==> config.mk <==
export PLATFORM = sky130hd
export DESIGN_NAME = regfile_flat
export DESIGN_NICKNAME = d
export VERILOG_FILES = /design/src/rtl/regfile_pkg.sv /design/src/rtl/regfile_if.sv /design/src/rtl/regfile_scoreboard.sv /design/src/rtl/regfile.sv /design/src/flat_wrapper.sv
export SDC_FILE = /design/constraint.sdc
export NUM_CORES = 2
export LEC_CHECK = 0
export CORE_ASPECT_RATIO = 0.5
export CORE_UTILIZATION = 45
export CTS_CLUSTER_SIZE = 40
export DETAILED_ROUTE_END_ITERATION = 12
export GPL_ROUTABILITY_DRIVEN = 0
export PLACE_DENSITY = 0.64
export SLEW_MARGIN = 20
export SYNTH_ARGS = -nofsm -noshare
export SYNTH_HDL_FRONTEND = slang
export SYNTH_HIERARCHICAL = 1
export SYNTH_SLANG_ARGS = --single-unit
==> constraint.sdc <==
create_clock -name clk -period 2.3 [get_ports clk]
set_input_delay 0.46 -clock clk [delete_from_list [all_inputs] [get_ports clk]]
set_output_delay 0.46 -clock clk [all_outputs]
set_load 0.05 [all_outputs]
==> src/rtl/regfile_pkg.sv <==
// Shared pipeline definitions: register file geometry, data bus type and writeback port bundle.
package pipeline_defines;

   localparam int RegNumLog2 = 5;
   localparam int RegNum     = 32;

   typedef logic [31:0] RegBus;

   typedef struct packed {
      logic                  valid;
      logic [RegNumLog2-1:0] addr;
      RegBus                 data;
   } wb_regfile_struct;

   // Selects reg1 (sel=0) or reg2 (sel=1) out of a packed {reg2, reg1} address pair.
   function automatic logic [RegNumLog2-1:0] rd_field(input logic [2*RegNumLog2-1:0] pair,
                                                      input logic sel);
      return sel ? pair[2*RegNumLog2-1:RegNumLog2] : pair[RegNumLog2-1:0];
   endfunction

endpackage

==> src/rtl/regfile_if.sv <==
// Dispatch/writeback bundle between the pipeline (master) and the register file (slave).
interface regfile_if #(parameter int DECODE_WIDTH = 2);
   import pipeline_defines::*;

   logic [DECODE_WIDTH-1:0][1:0]              read_valid_i;
   logic [DECODE_WIDTH-1:0][RegNumLog2*2-1:0] read_addr_i;
   logic [DECODE_WIDTH-1:0][1:0][31:0]        read_data_o;
   logic [DECODE_WIDTH-1:0][1:0]              read_busy_o;
   logic [DECODE_WIDTH-1:0]                   wb_valid_i;
   logic [DECODE_WIDTH-1:0][RegNumLog2-1:0]   wb_addr_i;
   logic [DECODE_WIDTH-1:0][31:0]             wb_data_i;
   logic [DECODE_WIDTH-1:0]                   issue_valid_i;
   logic [DECODE_WIDTH-1:0][RegNumLog2-1:0]   issue_addr_i;
   logic                                      flush_i;

   modport master (
      output read_valid_i, read_addr_i, wb_valid_i, wb_addr_i, wb_data_i,
             issue_valid_i, issue_addr_i, flush_i,
      input  read_data_o, read_busy_o
   );

   modport slave (
      input  read_valid_i, read_addr_i, wb_valid_i, wb_addr_i, wb_data_i,
             issue_valid_i, issue_addr_i, flush_i,
      output read_data_o, read_busy_o
   );

endinterface

==> src/rtl/regfile_scoreboard.sv <==
// Busy scoreboard: one bit per architectural register marking an in-flight producer.
module regfile_scoreboard
   import pipeline_defines::*;
#(
   parameter int DECODE_WIDTH = 2
) (
   input  logic                                    clk,
   input  logic                                    rst_n,
   input  logic [DECODE_WIDTH-1:0]                 issue_valid,
   input  logic [DECODE_WIDTH-1:0][RegNumLog2-1:0] issue_addr,
   input  logic [DECODE_WIDTH-1:0]                 wb_valid,
   input  logic [DECODE_WIDTH-1:0][RegNumLog2-1:0] wb_addr,
   input  logic                                    flush,
   input  logic [DECODE_WIDTH-1:0][1:0][RegNumLog2-1:0] rd_addr,
   output logic [DECODE_WIDTH-1:0][1:0]            rd_busy
);

   logic [RegNum-1:0] busy;
   logic [RegNum-1:0] busy_nxt;

   // Clears first, then sets: a same-cycle issue is the newer producer; flush trumps both.
   always_comb begin
      busy_nxt = busy;
      for (int l = 0; l < DECODE_WIDTH; l++) begin
         if (wb_valid[l]) busy_nxt[wb_addr[l]] = 1'b0;
      end
      for (int l = 0; l < DECODE_WIDTH; l++) begin
         if (issue_valid[l]) busy_nxt[issue_addr[l]] = 1'b1;
      end
      if (flush) busy_nxt = '0;
      busy_nxt[0] = 1'b0;
   end

   always_ff @(posedge clk or negedge rst_n) begin
      if (!rst_n) busy <= '0;
      else        busy <= busy_nxt;
   end

   always_comb begin
      rd_busy = '0;
      for (int l = 0; l < DECODE_WIDTH; l++) begin
         for (int p = 0; p < 2; p++) rd_busy[l][p] = busy[rd_addr[l][p]];
      end
   end

endmodule

==> src/rtl/regfile.sv <==
// Architectural register file with busy scoreboard; same-cycle writeback bypass when
// REGFILE_BYPASS_EN is defined.
module regfile
   import pipeline_defines::*;
#(
   parameter int DECODE_WIDTH = 2
) (
   input  logic      clk,
   input  logic      rst_n,
   regfile_if.slave  bus
);

   wb_regfile_struct                            wb [DECODE_WIDTH];
   RegBus                                       mem [RegNum];
   logic [DECODE_WIDTH-1:0][1:0][RegNumLog2-1:0] rd_addr;
   logic [DECODE_WIDTH-1:0][1:0]                 stored_busy;

   always_comb begin
      for (int l = 0; l < DECODE_WIDTH; l++) begin
         wb[l] = '{valid: bus.wb_valid_i[l], addr: bus.wb_addr_i[l], data: bus.wb_data_i[l]};
         for (int p = 0; p < 2; p++) rd_addr[l][p] = rd_field(bus.read_addr_i[l], p[0]);
      end
   end

   // Lanes are applied in ascending order so the highest lane wins an address conflict.
   always_ff @(posedge clk or negedge rst_n) begin
      if (!rst_n) begin
         for (int r = 0; r < RegNum; r++) mem[r] <= '0;
      end else begin
         for (int l = 0; l < DECODE_WIDTH; l++) begin
            if (wb[l].valid && wb[l].addr != '0) mem[wb[l].addr] <= wb[l].data;
         end
      end
   end

   regfile_scoreboard #(.DECODE_WIDTH(DECODE_WIDTH)) u_scoreboard (
      .clk         (clk),
      .rst_n       (rst_n),
      .issue_valid (bus.issue_valid_i),
      .issue_addr  (bus.issue_addr_i),
      .wb_valid    (bus.wb_valid_i),
      .wb_addr     (bus.wb_addr_i),
      .flush       (bus.flush_i),
      .rd_addr     (rd_addr),
      .rd_busy     (stored_busy)
   );

   always_comb begin
      bus.read_data_o = '0;
      bus.read_busy_o = '0;
      for (int l = 0; l < DECODE_WIDTH; l++) begin
         for (int p = 0; p < 2; p++) begin
            if (rst_n && bus.read_valid_i[l][p] && rd_addr[l][p] != '0) begin
               bus.read_data_o[l][p] = mem[rd_addr[l][p]];
               bus.read_busy_o[l][p] = stored_busy[l][p];
`ifdef REGFILE_BYPASS_EN
               // A same-cycle issue keeps the stored busy; its own set shows up next cycle.
               for (int w = 0; w < DECODE_WIDTH; w++) begin
                  if (wb[w].valid && wb[w].addr == rd_addr[l][p]) begin
                     bus.read_data_o[l][p] = wb[w].data;
                     bus.read_busy_o[l][p] = 1'b0;
                  end
               end
               for (int w = 0; w < DECODE_WIDTH; w++) begin
                  if (bus.issue_valid_i[w] && bus.issue_addr_i[w] == rd_addr[l][p])
                     bus.read_busy_o[l][p] = stored_busy[l][p];
               end
`endif
            end
         end
      end
   end

endmodule

==> src/flat_wrapper.sv <==
// flat-port wrapper written by rule: the top's interface ports become plain ports
module regfile_flat import pipeline_defines::*;
#(
   parameter int DECODE_WIDTH = 2
)
  (clk, rst_n, bus_read_valid_i, bus_read_addr_i, bus_wb_valid_i, bus_wb_addr_i, bus_wb_data_i, bus_issue_valid_i, bus_issue_addr_i, bus_flush_i, bus_read_data_o, bus_read_busy_o);
  regfile_if #(.DECODE_WIDTH(DECODE_WIDTH)) bus_i ();
  input  logic clk;
  input  logic rst_n;
  input wire logic [$bits(bus_i.read_valid_i)-1:0] bus_read_valid_i;
  input wire logic [$bits(bus_i.read_addr_i)-1:0] bus_read_addr_i;
  input wire logic [$bits(bus_i.wb_valid_i)-1:0] bus_wb_valid_i;
  input wire logic [$bits(bus_i.wb_addr_i)-1:0] bus_wb_addr_i;
  input wire logic [$bits(bus_i.wb_data_i)-1:0] bus_wb_data_i;
  input wire logic [$bits(bus_i.issue_valid_i)-1:0] bus_issue_valid_i;
  input wire logic [$bits(bus_i.issue_addr_i)-1:0] bus_issue_addr_i;
  input wire logic [$bits(bus_i.flush_i)-1:0] bus_flush_i;
  output wire logic [$bits(bus_i.read_data_o)-1:0] bus_read_data_o;
  output wire logic [$bits(bus_i.read_busy_o)-1:0] bus_read_busy_o;
  assign bus_i.read_valid_i = bus_read_valid_i;
  assign bus_i.read_addr_i = bus_read_addr_i;
  assign bus_i.wb_valid_i = bus_wb_valid_i;
  assign bus_i.wb_addr_i = bus_wb_addr_i;
  assign bus_i.wb_data_i = bus_wb_data_i;
  assign bus_i.issue_valid_i = bus_issue_valid_i;
  assign bus_i.issue_addr_i = bus_issue_addr_i;
  assign bus_i.flush_i = bus_flush_i;
  assign bus_read_data_o = bus_i.read_data_o;
  assign bus_read_busy_o = bus_i.read_busy_o;
  regfile #(.DECODE_WIDTH(DECODE_WIDTH)) u_core (.clk(clk), .rst_n(rst_n), .bus(bus_i));
endmodule
Word level (Yosys, flattened, before mapping)
Index checks and enable logic that the tools add are counted.
W data, S select, Z words.

operators by class
  order comparisons = 20
  muxes and demuxes = 49
  bitwise logic cells = 12
  reduce and logical (&&, ||, !) cells = 22

operators by type and width
  cell                  number
  $bwmux W1024          2
  $mux W1024            2
  $bmux W32 S5          4
  $mux W32              19
  $demux W32 S5         2
  $and A32 B32 Y32      2
  $not A32 Y32          2
  $or A32 B32 Y32       2
  $lt A5 B6 Y1 const B  8
  $ge A6 B6 Y1 const B  6
  $not A5 Y6            6
  $reduce_bool A5 Y1    6
  $bmux W1 S5           4
  $demux W1 S5          4
  $ge A5 B1 Y1 const B  4
  $logic_and A1 B1 Y1   16
  $lt A6 B1 Y1 const B  2
  $mux W1               12

storage, ports and cells
  flip-flop bits (word level) = 1,055
  input bits = 115
  output and inout port bits = 132
  logic and storage cells = 136

Depth between registers and ports, before layout
  word-level depth = 14
  depth in mapped cells = 8

Modules after synthesis
Netlist, hierarchy kept.

by module, submodules not included
  module              times used  cells an instance  area an instance (um^2)
  regfile             1           7,001              79,840.3
  regfile_scoreboard  1           333                3,091.7

Worst setup path before layout
No wires, ideal clock.

  path kind = in2out
  start = in bus_read_addr_i[15]
  end = out bus_read_data_o[126]
  data arrival time = 2,426 ps
  data required time = 1,840 ps
  setup slack = -586 ps
  stages on the path = 8
  path buffers = 4
  path through = buf_2 > buf_4 > buf_6 > nor3_1 > nor4_2 > clkbuf_1 > a22oi_1 > a31oi_1

on the way
  longest elaborated chain between the ends = 5
  elaborated cells between the ends (all ways) = 7

ends and longest elaborated chain
  what                                         RTL line            source
  from (decl)                                  flat_wrapper.sv:11  input wire logic [$bits(bus_i.read_addr_i)-1:0] bus_read_addr_i;
  $not A5 Y6 (not written as such)             regfile.sv:54       bus.read_data_o[l][p] = mem[rd_addr[l][p]];
  $bmux W32 S5                                 regfile.sv:54
  $mux W32 (not written as such) (2 in a row)  regfile.sv:54
  $mux W32 *                                   regfile.sv:53       if (rst_n && bus.read_valid_i[l][p] && rd_addr[l][p] != '0) begin
  to (decl)                                    flat_wrapper.sv:18  output wire logic [$bits(bus_i.read_data_o)-1:0] bus_read_data_o;

Mark *: on every way between the ends. The rest lies on a longest branch, timed or not. The select of a mux whose other input is x is not followed.

Worst setup path after layout
  start = reg u_core/mem[30] in the netlist's numbering
  end = out bus_read_data_o[94]

on the way
  longest elaborated chain between the ends = 4

ends and longest elaborated chain
  what                                         RTL line       source
  from (decl)                                  regfile.sv:14  RegBus mem [RegNum];
  from (signal, indexed assignment)            regfile.sv:31  if (wb[l].valid && wb[l].addr != '0) mem[wb[l].addr] <= wb[l].data;
  $bmux W32 S5                                 regfile.sv:54
  $mux W32 (not written as such) (2 in a row)  regfile.sv:54
  $mux W32                                     regfile.sv:53

No other way between the ends. The select of a mux whose other input is x is not followed.

==> results.json <==
{
  "dp.final_hpwl_mm": 268.5,
  "dr.first_iter.drc_count": 12494,
  "async_flop_share_pct": 100.0,
  "hold_viol": 0,
  "via_per_inst": 7.272,
  "die_w_microns": 609.1,
  "synth_cells": 7334,
  "crit_path_end_kind": "output pin",
  "cts_buffers": 107,
  "rr_worst_depth": 2,
  "synth_edf_count": 0,
  "finalSetupViolCount": 132,
  "cts_sinks": 1055,
  "synthesis.area_sq_um": 82930,
  "vdd_drop_max_uv": 709.4,
  "skew_ns": 0,
  "clockBufferDepth": 3,
  "root_buffer": "clkbuf_16",
  "die_h_microns": 305.6,
  "synthAdderAreaFrac_pct": 0,
  "std_cell_rows": 110,
  "dp_slack_ns": -1.022,
  "dr.pass1.iters": 10,
  "grt_max_degree": 165,
  "p_total_mw": 79.65,
  "cp_max_fo": 5,
  "core_area_sq_um": 181400,
  "syn_avg_cell_area_sq_um": 11.31,
  "synthMuxAreaShare_pct": 44.29,
  "r2r_end": "u_core/u_scoreboard/busy[24]$_DFF_PN0_",
  "synth_top_family_by_area": "multiplexers",
  "grt-ovfl-total": 0,
  "finalNetCount": 7998,
  "maxCapViolCount": 0,
  "r2r-start": "u_core/u_scoreboard/busy[24]$_DFF_PN0_",
  "worst_pin_slew_ns": 0.9044,
  "whs_ns": 0.3336,
  "synthXorXnorAreaFrac_pct": 0,
  "power.leakage_nw": 43.87,
  "violations": "setup timing",
  "synth_ff_type": "dfrtp_1",
  "seq_area_frac_synth_pct": 31.83,
  "syn2layout_area_growth_pct": 29.57,
  "crit_type": "reg -> out",
  "hold_depth": 5,
  "period_share_pct": 132.4,
  "clock_latency_ns": 0.79,
  "synthesis.nets": 7449,
  "ys_warn_count": 6,
  "arrival_ns": 2.59,
  "synth_compound_area_share_pct": 11.43,
  "gr-max-usage-layer": "met2",
  "clk_pin_slew_worst_paths_ns": 0.07,
  "synth.largest_area_cell": "dfrtp_1",
  "num-fill-cells": 14200,
  "r2r_setup_slack_ns": 1.26,
  "grt_util_met1_pct": 53.86,
  "ys_seq_elements": 1055,
  "synthTopCellsByCount": "mux2i_1 (1217), dfrtp_1 (1055), mux4_2 (1028)",
  "synth_cell_types": 53,
  "ant_nets": 0,
  "cpMaxStageDelayCell": "mux4_2",
  "io_pins": 247,
  "fin_ws_ns": -0.7454,
  "critPathMaxStageDelay_ns": 0.47,
  "vias": 75540,
  "htreeDepth": 3,
  "grt_pass1_vias": 72243,
  "synth.top_cell.area_share_pct": 31.83,
  "final.min_clock_period_ns": 3.045,
  "finalNonFillerCells": 10388,
  "fp.dieArea_sq_um": 186100,
  "post-route-drc-count": 0,
  "met2_usage_pct": 54.35,
  "p_per_area_nw_per_um2": 741.2,
  "grt_usage_pct": 40.91,
  "yosysMostFrequentCell": "mux2i_1",
  "io_buffers": 246,
  "cts_tree": "yes",
  "antenna_found_initial": 23,
  "wire_per_inst_microns": 37.34,
  "min_path_type": "in -> reg",
  "worstPathCellList": "mux4_2 > mux2_2 > nand2_2 > a31oi_4 > buf_12",
  "hp-start": "bus_wb_addr_i[7]",
  "min_to": "u_core/mem[167]$_DFF_PN0_",
  "setup_tns_ns": -76.63,
  "status": "finished with violations",
  "initial_utilization_pct": 45.72,
  "dp.cells": 10095,
  "synthTopCellsByArea": "dfrtp_1 (32%), mux4_2 (28%), mux2i_1 (15%), a21oi_1 (3.6%), nor2_1 (2.9%)",
  "fmax_ghz": 0.3284,
  "required_ns": 1.84,
  "report.final.slew_viol_count": 0,
  "drt-total-wl_mm": 387.8,
  "grt_pass1_wl_mm": 546.5,
  "start_kind": "flip-flop",
  "use_met3_pct": 21.73,
  "relSlewSlack_pct": 39.71,
  "drive_gt1_share_pct": 40.71,
  "rsz0062_at_grt": "yes",
  "synth-simple-area-share_pct": 7.212
}
[registers in the layout, summed over array words and instances, names as in the netlist]
register                  flops
u_core/u_scoreboard/busy     31
u_core/mem                 1024
[placed cells by master (no fill, tap or decap), drive strengths merged, types with 8 or more instances in the layout]
master,instances
clkinv,31
clkbuf,152
a32oi,99
nand3,34
clkinvlp,8
inv,11
mux4,1028
o21ai,416
nand2,570
dfrtp,1055
mux2i,1217
a21oi,592
a22o,124
buf,1258
mux2,124
a22oi,167
diode,9
bufinv,9
clkdlybuf4s50,88
nor2b,13
nor3,18
and3b,18
nand2b,12
and3,18
nor3b,27
a222oi,31
nor2,651
a31oi,124
dlygate4sd2,10
nand4,10
[cells by family (layout without fill, tap and decap cells)]
group                  Yosys count  count (layout)
AOI/OAI and AO/OA             1571            1571
buffers and inverters          936            1573
DFF                           1055            1055
muxes                         2369            2369
other                            0               9
and+or+nand+nor               1403            1403
[per-stage QoR]
step	utilization, %	area (sq um)
after floorplan	-	86680
after global placement	55.55	100800
after detailed placement	55.55	100800
after CTS	58.78	106600
after global routing	59.23	107400
final	59.24	107500
[worst max path at each step]
stage                                    from             endpoint  depth (start not counted)  slack (ns)
detailed placement        bus_read_addr_i[14]  bus_read_data_o[87]                          8       -1.02
finish               u_core/mem[30]$_DFF_PN0_  bus_read_data_o[94]                          5       -0.75
floorplan                  bus_read_addr_i[6]  bus_read_data_o[39]                          6       -0.27
global placement          bus_read_addr_i[14]  bus_read_data_o[87]                          8       -1.10
CTS                 u_core/mem[638]$_DFF_PN0_  bus_read_data_o[94]                          6       -0.72
global route        u_core/mem[569]$_DFF_PN0_  bus_read_data_o[25]                          6       -0.76
[critical path, delay by kind of cell, from the launching register on]
family,cells,cell delay [ns]
muxes,2,0.79
DFF,1,0.44
buffers and inverters,1,0.24
AOI/OAI and AO/OA,1,0.22
and+or+nand+nor,1,0.11
[where the power goes]
group / total, mW / internal (mW) / switching, mW
Clock: 19.2 / 10.4 / 8.78
Combinational: 30.9 / 17.1 / 13.8
Sequential: 29.6 / 23.2 / 6.31
[cell type report]
class | count | area [sq um] | share of cell area, %
clock buffers | 146 | 3054 | 2.842
flip-flops and latches | 1055 | 26460 | 24.62
repair buffers | 1368 | 17310 | 16.11
diodes | 9 | 22.52 | 0.02096
multi-input cells | 5343 | 56930 | 52.99
well taps | 2408 | 3013 | 2.804
inverters | 8 | 30.03 | 0.02795
clock inverters | 51 | 631.9 | 0.5880
[routing by layer]
metal | vias up | part of all wire, %
li1 | 29536 | -
met1 | 37810 | 36
met2 | 6758 | 39
met3 | 1404 | 19
met4 | 32 | 6.2
met5 | - | 0.24
[repair_timing]
| item | 4_1_cts | 5_1_grt |
|---|---|---|
| endpoints found under the setup margin | 132 | 629 |
| cloned | 7 | 4 |
| buffers inserted | 65 | 20 |
| hold endpoints to repair | 59 | 0 |
| pin swaps | 171 | 87 |
| gates resized for setup | 385 | 147 |
| hold buffers | 1 | 0 |
Note: power is estimated with default switching activity, not from simulation.
